<file path="src/rtl/sync_fifo_bram.sv">
// Single-clock simple-dual-port BRAM behind sync_fifo_controller, with clear sweep and busy handshake.
// Define SYNC_FIFO_BRAM_OUTREG_EN to add a second output register (read latency 2).
module sync_fifo_bram #(
  parameter int SIZE       = 31,
  parameter int DATA_WIDTH = 24,
  parameter int ADDR_WIDTH = $clog2(SIZE)
) (
  input  logic                  clk,
  input  logic                  reset,
  input  logic [ADDR_WIDTH-1:0] bram_addra,
  input  logic [DATA_WIDTH-1:0] bram_dina,
  input  logic                  bram_wea,
  input  logic                  bram_ena,
  input  logic                  bram_rsta,
  input  logic [ADDR_WIDTH-1:0] bram_addrb,
  input  logic                  bram_enb,
  input  logic                  bram_rstb,
  output logic [DATA_WIDTH-1:0] bram_doutb,
  output logic                  bram_rst_busy
);

  typedef enum logic {CLEAR, IDLE} state_t;

  localparam logic [ADDR_WIDTH-1:0] LAST_ADDR = ADDR_WIDTH'(SIZE - 1);

  state_t                state, state_nx;
  logic [ADDR_WIDTH-1:0] clr_ptr, clr_ptr_nx;
  logic                  busy_nx;
  logic                  clr_req;
  logic                  clr_wr;
  logic                  wr_en;
  logic                  rd_en;
  logic                  rd_in_range;
  logic [DATA_WIDTH-1:0] dout_p0;
  logic [DATA_WIDTH-1:0] mem [0:SIZE-1];

  assign clr_req     = bram_rsta | bram_rstb;
  // A clear request owns the edge it is sampled on: no sweep write, no user write, no read.
  assign clr_wr      = (state == CLEAR) && !clr_req;
  assign wr_en       = bram_ena && bram_wea && !bram_rst_busy && !clr_req &&
                       (32'(bram_addra) < SIZE);
  assign rd_en       = bram_enb && !bram_rst_busy && !clr_req;
  assign rd_in_range = 32'(bram_addrb) < SIZE;

  always_ff @(posedge clk or posedge reset) begin
    if (reset) begin
      state         <= CLEAR;
      clr_ptr       <= '0;
      bram_rst_busy <= 1'b1;
    end else begin
      state         <= state_nx;
      clr_ptr       <= clr_ptr_nx;
      bram_rst_busy <= busy_nx;
    end
  end

  always_comb begin
    state_nx   = state;
    clr_ptr_nx = clr_ptr;
    busy_nx    = bram_rst_busy;
    if (clr_req) begin
      state_nx   = CLEAR;
      clr_ptr_nx = '0;
      busy_nx    = 1'b1;
    end else begin
      case (state)
        CLEAR: begin
          if (clr_ptr == LAST_ADDR) begin
            state_nx   = IDLE;
            clr_ptr_nx = '0;
            busy_nx    = 1'b0;
          end else begin
            clr_ptr_nx = clr_ptr + 1'b1;
          end
        end
        default: begin
          busy_nx = 1'b0;
        end
      endcase
    end
  end

  // Memory array is never reset; the sweep zeroes it after reset release.
  always_ff @(posedge clk) begin
    if (!reset) begin
      if (clr_wr)
        mem[clr_ptr] <= '0;
      else if (wr_en)
        mem[bram_addra] <= bram_dina;
    end
  end

  // Read register stage (p0): read-first against a same-cycle write.
  always_ff @(posedge clk or posedge reset) begin
    if (reset)
      dout_p0 <= '0;
    else if (bram_rstb)
      dout_p0 <= '0;
    else if (rd_en)
      dout_p0 <= rd_in_range ? mem[bram_addrb] : '0;
  end

`ifdef SYNC_FIFO_BRAM_OUTREG_EN
  logic                  vld_p0;
  logic [DATA_WIDTH-1:0] dout_p1;

  // Output register stage (p1): clock-enabled by the enable delayed one cycle.
  always_ff @(posedge clk or posedge reset) begin
    if (reset) begin
      vld_p0  <= 1'b0;
      dout_p1 <= '0;
    end else begin
      vld_p0 <= bram_enb;
      if (bram_rstb)
        dout_p1 <= '0;
      else if (vld_p0)
        dout_p1 <= dout_p0;
    end
  end

  assign bram_doutb = dout_p1;
`else
  assign bram_doutb = dout_p0;
`endif

endmodule

</file>
<file path="config.mk">
export PLATFORM = sky130hd
export DESIGN_NAME = sync_fifo_bram
export DESIGN_NICKNAME = d
export VERILOG_FILES = /design/src/rtl/sync_fifo_bram.sv
export SDC_FILE = /design/constraint.sdc
export NUM_CORES = 1
export LEC_CHECK = 0
export CAP_MARGIN = 20
export CORE_MARGIN = 5
export CORE_UTILIZATION = 47
export CTS_CLUSTER_SIZE = 12
export DETAILED_ROUTE_END_ITERATION = 16
export PLACE_DENSITY_LB_ADDON = 0.12
export SYNTH_ARGS = -nofsm -noshare
export SYNTH_HDL_FRONTEND = slang
export SYNTH_SLANG_ARGS = --single-unit
</file>
<file path="constraint.sdc">
create_clock -name clk -period 3.4 [get_ports clk]
set_input_delay 0.85 -clock clk [delete_from_list [all_inputs] [get_ports clk]]
set_output_delay 0.85 -clock clk [all_outputs]
set_load 0.01 [all_outputs]
</file>
## After elaboration in Yosys (flattened, before gate mapping)

Memory sizes are Yosys's and may differ from the RTL's.
Cells that the tools add are included.
W data, S select, Z words.

- $add $sub $neg: 1
- Magnitude comparators: 2
- Equal/unequal tests: 2
- Multiplexer cells: 22
- Bitwise logic cells: 2
- Reduce and logical (&&, ||, !) cells: 12

Operator list:

| cell | count |
|---|---|
| $mux W24 | 4 |
| $reduce_or A24 Y1 | 1 |
| $mux W5 | 4 |
| $mux W1 | 14 |
| $lt A5 B5 Y1 const B | 2 |
| $logic_and A1 B1 Y1 | 7 |
| $add A5 B1 Y5 const B | 1 |
| $eq A5 B5 Y1 const B | 1 |
| $reduce_bool A3 Y1 | 1 |
| $logic_not A1 Y1 | 2 |
| $ne A2 B1 Y1 const B | 1 |
| $reduce_bool A2 Y1 | 1 |
| $not A1 Y1 | 1 |
| $or A1 B1 Y1 | 1 |

- Register bits after elaboration: 31
- RAM bits: 744
- Input port bits: 41
- Output and inout port bits: 25
- Memories: 1

Memories:

| memory | words | bits a word | rd ports | clocked after memory_dff | wr ports | RTL line | source |
|---|---|---|---|---|---|---|---|
| mem | 31 | 24 | 1 | 0 | 1 | 35 | `logic [DATA_WIDTH-1:0] mem [0:SIZE-1];` |

## Depth between registers and ports, before layout

Gate-level depths: netlist (run 1).

- Word-level depth: 10
- Depth in mapped cells: 8
- Mapped depth without buffers: 7

## Worst setup path after synthesis (run 1)

Ideal clock, no wire load.

- Kind: input-to-reg
- From: input port bram_rstb
- To: memory mem[0][0], enable pin
- Arrival: 3.302 ns
- Data required time: 2.995 ns
- Path slack: -0.307 ns
- Stages: 6
- Path through: or3b_4 -> a211oi_4 -> buf_6 -> mux2i_1 -> nand3_1 -> nor2_1

- Longest elaborated chain between the ends: 10
- Elaborated cells on any way between the ends: 15

RTL lines:

| item | RTL line | source |
|---|---|---|
| start: declaration | 17 | `input logic bram_rstb,` |
| $or A1 B1 Y1 (*) | 37 | `assign clr_req = bram_rsta \| bram_rstb;` |
| $logic_not A1 Y1 (*) | 39, 40 |  |
| $logic_and A1 B1 Y1 (2 in a row) | 40 | `assign wr_en = bram_ena && bram_wea && !bram_rst_busy && !clr_req &&` |
| $mux W1 | 88 | `else if (wr_en)` |
| $mux W1 | 86 | `if (clr_wr)` |
| $mux W1 | 85 | `if (!reset) begin` |
| $mux W1 (not written as such) | 89 | `mem[bram_addra] <= bram_dina;` |
| $reduce_or A24 Y1 (no source line) | n/a |  |
| $mux W5 (no source line) or $mux W1 (tied branches) | n/a |  |
| end: declaration | 35 |  |

Mark *: on every way between the ends. The rest lies on a longest branch, timed or not.

## Worst setup path after layout (run 1)

- From: input port bram_rstb
- To: memory mem[1][20], enable pin

Same word-level chain as after synthesis.

==> results of run 1 <==
-- power groups by stage --
stage	Combinational [mW]	Sequential, mW	Clock (mW)
5_1_grt	0.682	10.3	8.74
4_1_cts	0.650	10.3	8.35
3_5_place_dp	0.647	10.5	0
3_3_place_gp	0.645	10.5	0
6_report	0.651	10.3	8.17
2_1_floorplan	0.388	10.5	0
-- placed cells by master, fill, tap and decap left out, types with 4 or more instances in the layout --
master	Yosys	routed
and2_2	4	4
a22oi_1	40	40
a31oi_1	16	16
dfrtp_1	30	30
clkinv_1	0	9
mux4_2	56	56
edfxtp_1	744	744
nor3_1	9	9
o21ai_0	22	22
nand2_1	58	58
a21oi_1	17	17
nand2_2	4	4
mux2i_1	210	210
o22ai_1	57	57
o22a_1	16	16
a221o_1	8	8
nand3_1	28	28
clkbuf_16	0	83
o2111ai_1	16	16
nor2b_1	12	11
clkinv_2	0	11
clkdlybuf4s50_1	0	61
nor2_1	47	14
buf_12	0	59
a211oi_1	33	33
mux2_2	48	48
clkbuf_1	35	28
clkbuf_8	0	4
and2_1	21	21
nor2_2	0	31
o211a_1	17	17
buf_4	16	64
nor4_1	8	8
-- worst paths after layout --
check / startpoint / to / slack, ns / depth (start not counted)
worst max-delay path: bram_rstb / mem[1][20] / 0.44 / 10
worst min-delay path: bram_rst_busy / bram_rst_busy / 0.51 / 2
worst max register to register: state / mem[1][20] / 0.71 / 9
worst min register to register: bram_rst_busy / bram_rst_busy / 0.51 / 2
max in group asynchronous: reset / bram_doutb[4] / 2.22 / 4
min in group asynchronous: reset / clr_ptr[1] / 0.81 / 4
-- logic make-up (layout without fill, tap and decap cells) --
group	count (synthesis)	count (layout)	synth area share, %
AOI/OAI and AO/OA	247	247	5.88
and+or+nand+nor	212	212	3.49
adders and majority gates	2	2	0.0822
other	0	1	0
buffers and inverters	96	331	1.59
muxes	318	318	13.0
DFF	775	775	75.9
-- cell type report --
| class | instances | area, µm² | area share (%) |
|---|---|---|---|
| Sequential cell | 775 | 23100 | 64.4 |
| Multi-Input combinational cell | 779 | 6940 | 19.3 |
| Timing Repair Buffer | 189 | 2330 | 6.48 |
| Clock buffer | 115 | 2240 | 6.24 |
| Tap cell | 855 | 1070 | 2.98 |
| Clock inverter | 24 | 171 | 0.478 |
| Inverter | 3 | 11.3 | 0.0314 |
| Antenna cell | 1 | 2.50 | 0.00698 |
-- critical path, cell delays in order --
cell and delay, ns:
clkdlybuf4s50_1 0.42, or3b_4 0.43, a211oi_4 0.23, buf_12 0.16
buf_4 0.13, mux2i_1 0.19, buf_4 0.16, nand3_1 0.23
nor2_2 0.22, buf_12 0.22
-- layer usage --
layer	vias up	routed length [µm]
met5	-	0
met4	0	1960
met3	123	4360
met2	540	38000
met1	8342	33000
li1	7053	-
-- synthesized netlist by cell type, types with 4 or more instances --
master / number / area, µm²
a21oi_1: 17 / 85.1
mux4_2: 56 / 1260
and2_1: 21 / 131
nor4_1: 8 / 50.1
o2111ai_1: 16 / 140
edfxtp_1: 744 / 22300
nand3_1: 28 / 140
mux2_2: 48 / 541
nand2_1: 58 / 218
o22ai_1: 57 / 357
o21ai_0: 22 / 110
o22a_1: 16 / 140
mux2i_1: 210 / 2100
buf_4: 16 / 120
a31oi_1: 16 / 100
buf_2: 34 / 170
nor2_1: 47 / 176
clkbuf_1: 35 / 131
a22oi_1: 40 / 300
nor2b_1: 12 / 75.1
and2_2: 4 / 30.0
nand2_2: 4 / 25.0
a221o_1: 8 / 80.1
a211oi_1: 33 / 248
buf_1: 5 / 18.8
dfrtp_1: 30 / 751
nor3_1: 9 / 45.0
o211a_1: 17 / 170
-- state kept, by name, indices dropped and copies added (netlist names) --
register,flops
mem,744
bram_doutb,24
state,1
bram_rst_busy,1
clr_ptr,5
-- per-stage QoR --
| stage | cells | setup TNS [ns] |
|---|---|---|
| floorplan | 1650 | -87.79 |
| global placement | 2599 | -22.66 |
| detailed placement | 2600 | -33.78 |
| CTS | 2739 | 0 |
| global route | 2740 | 0 |
| finish | 2741 | 0 |
==> metrics.csv, run 1 <==
metric;value;unit
status;completed;
number of synthesized register bits;775;
Clock Skew;0.0157;ns
clk_lat worst skew;0.61;ns
via count;16100;
Worst Path Arrival;3.26;ns
Cell Pwr Density;534;nW/µm²
Final setup viols;0;
P_int;15.3;mW
CTS clock-pin slew for the worst setup and hold paths;0.06;ns
Cells after Synth;1650;
CTS buffer count;81;
HPWL Detailed;48900;µm
clk buf depth;3;
crit path time final;2.96;ns
Initial DRC Count;1503;
synth unique cells;51;
H-tree depth;3;
Max Freq;338;MHz
M3 GR Usage;3.75;%
# rows;93;
Worst Setup Slack, final;0.440;ns
syn_nets;1693;
Comb power frac;3.4;%
post-DR wirelength/cell;28.2;µm
Slew headroom;47.7;%
fillers;4943;
Switching Fraction;20.1;%
initial antenna violation count;0;
Syn Area/Cell;18.5;µm²
gr busiest metal;met2;
routability-driven placement congestion ratio;0.870;
die width;265;µm
Ys Warns;0;
die height;265;µm
CP max FO;24;
standby leakage power;10.5;nW
met2 Use GR;35.9;%
endpoints failing hold;0;
share of cells above drive strength 1;20.8;%
maximum VDD drop;0.372;mV
CP Class;primary input to flip-flop;
RSZ-0062 raised after global routing;no;
number of vias per cell;5.86;
clock root cell;clkbuf_16;
post-synthesis sequential area ratio;75.9;%
# resized after CTS;0;
crit start category;primary input;
Clock Power Share;42.7;%
DP Area;33500;µm²
first-pass GRT wire length;112000;µm
drt total wl;77300;µm
total setup buffers inserted after CTS;0;
Overflow after GRT;0;
Post-Syn Area;30400;µm²
Psw;3.85;mW
nets;1872;
met1 usage;30.6;%
type of the tightest min-delay check;flip-flop to flip-flop;
# IOs;66;
post-route ant nets;0;
EDFF count, synth;744;
Core Region;64300;µm²
max-cap violations;0;
Overall Global Routing Usage;21.8;%
largest net degree at the start of global routing;57;
area grow syn2layout;17.8;%
Synth async-reset ratio;4.00;%
Pre-antenna DRT Iters;5;
die area;70000;µm²
sequential share of power;53.9;%
TritonCTS clock tree;yes;
vias in the first global route;16100;
CTS sink count;775;
period utilisation layout;87.1;%
Initial Util;47.3;%
Final Cell Area;35900;µm²
cts hold-fix bufs;0;
Post-Place Setup Slack;-0.160;ns
final core occ;55.8;%
Post-route DRC;0;
Worst-Margin Slew;0.785;ns
total power;19.1;mW
CP Data Required Time;3.70;ns
WHS;0.509;ns
port bufs;65;
CP Capture Type;flip-flop;
max-slew violation total from the final report;0;
main flop type after synthesis;edfxtp_1;
Note: power is estimated with default switching activity, not from simulation.
==> inputs of run 2 (changes only) <==
--- a/config.mk
+++ b/config.mk
@@ -11,6 +11,7 @@
 export CTS_CLUSTER_SIZE = 12
 export DETAILED_ROUTE_END_ITERATION = 16
 export PLACE_DENSITY_LB_ADDON = 0.12
+export SETUP_SLACK_MARGIN = 0.2
 export SYNTH_ARGS = -nofsm -noshare
 export SYNTH_HDL_FRONTEND = slang
 export SYNTH_SLANG_ARGS = --single-unit
==> run 2 against run 1 <==
Final area up 0.98%; largest power group unchanged; utilization up 0.54 points; die area unchanged; clock skew up 0.011 ns; first-iteration DRC count up 8.6%; via count about the same; final cell count up 0.69%; sequential cell count unchanged; clock power about the same; setup slack better by 0.019 ns; highest routed layer unchanged; count of clock-buffer cells in the layout unchanged.
==> metrics.csv, run 2 (synthesis gave the netlist of run 1 again) <==
metric;value;unit
total power;19.2;mW
Final Cell Area;36200;µm²
final core occ;56.3;%
CP Data Required Time;3.70;ns
CP most frequent cell;buf_12;
via count;16100;
Initial Util;47.3;%
endpoints failing hold;0;
CTS buffer count;81;
Cell Pwr Density;529;nW/µm²
DP Area;33800;µm²
TritonCTS clock tree;yes;
Pre-antenna DRT Iters;7;
area grow syn2layout;19.0;%
max-slew violation total from the final report;0;
CP max FO;24;
type of the tightest min-delay check;flip-flop to flip-flop;
Setup TNS Final;0;ns
CP Class;primary input to flip-flop;
max reg flops;744;
period utilisation layout;86.5;%
slowest stage delay, CP;0.43;ns
drt total wl;78400;µm
number of vias per cell;5.82;
# IOs;66;
Worst Setup Slack, final;0.459;ns
Initial DRC Count;1633;
Clock Skew;0.0267;ns
maximum VDD drop;0.455;mV
CTS clock-pin slew for the worst setup and hold paths;0.06;ns
cts hold-fix bufs;0;
die height;265;µm
initial antenna violation count;3;
routability-driven placement congestion ratio;0.872;
Post-Place Setup Slack;-0.150;ns
Slowest-stage cell, CP;or3b_4;
Worst Path Arrival;3.24;ns
nets;1889;
clock root cell;clkbuf_16;
Core Region;64300;µm²
CP Capture Type;flip-flop;
crit path time final;2.94;ns
critical-path cell list;clkdlybuf4s50_1, or3b_4, a211oi_4, buf_12, mux2i_2, nand3_1, nor2_2, buf_12;
commonest cells after routing, fill and taps aside;744 x edfxtp_1, 210 x mux2i_1, 83 x clkbuf_16;
Overall Global Routing Usage;22.1;%
RSZ-0062 raised after global routing;no;
fillers;4902;
clk_lat worst skew;0.62;ns
first-pass GRT wire length;113000;µm
# resized after CTS;0;
die width;265;µm
H-tree depth;3;
standby leakage power;10.6;nW
Overflow after GRT;0;
HPWL Detailed;49600;µm
status;completed;
post-DR wirelength/cell;28.4;µm
Max Freq;340;MHz
max-cap violations;0;
crit start category;primary input;
share of cells above drive strength 1;21.5;%
Final setup viols;0;
total setup buffers inserted after CTS;0;
Slew headroom;29.6;%
# rows;93;
post-route ant nets;0;
largest net degree at the start of global routing;46;
Worst-Margin Slew;1.05;ns
commonest non-fill, non-tap cell in the layout;edfxtp_1;
clk buf depth;3;
port bufs;65;
CTS sink count;775;
Biggest register;mem;
vias in the first global route;16200;
Post-route DRC;0;
die area;70000;µm²
[run 2: path summary, 6_finish.rpt]
path / start / cells after the start / end / slack, ns
worst max register to register: state / 7 / mem[7][2] / 0.71
worst min register to register: bram_rst_busy / 2 / bram_rst_busy / 0.49
worst max-delay path: bram_rstb / 8 / mem[7][2] / 0.46
max in group asynchronous: reset / 4 / bram_doutb[6] / 2.21
worst min-delay path: bram_rst_busy / 2 / bram_rst_busy / 0.49
min in group asynchronous: reset / 4 / bram_doutb[13] / 0.82
[run 2: metrics by stage]
step	hold slack, ns	instances
2_1_floorplan	0.478	1650
3_3_place_gp	0.478	2615
3_5_place_dp	0.480	2615
4_1_cts	0.488	2756
5_1_grt	0.526	2759
6_report	0.490	2760
[run 2: worst max-delay path, delay by kind of cell]
kind	cells	cell delay, ns
compound gates	1	0.21
simple gates	3	0.99
buf+inv	3	0.82
mux	1	0.34
[run 2: area by class of cell]
type / instances / area (µm²) / share of cell area, %
flip-flops and latches: 775 / 23100 / 63.8
multi-input cells: 779 / 7070 / 19.5
repair buffers: 206 / 2540 / 7.00
clock buffers: 115 / 2240 / 6.18
well taps: 855 / 1070 / 2.95
clock inverters: 26 / 181 / 0.501
inverters: 3 / 11.3 / 0.0311
diodes: 1 / 2.50 / 0.00691
[run 2: metal layers]
layer | track usage, % | share of wire, % | vias to the layer above
met5 | 0 | 0 | -
met4 | 6.76 | 2.7 | 0
met3 | 4.65 | 7.2 | 98
met2 | 35.6 | 48 | 540
met1 | 30.9 | 42 | 8323
li1 | - | - | 7107
[run 2: power by group]
group	leakage, nW	switching, mW	internal, mW	total, mW
logic	3.74	0.398	0.272	0.670
clock network	1.18	3.47	4.71	8.19
registers	5.72	0.00361	10.3	10.3
total	10.6	3.88	15.3	19.2
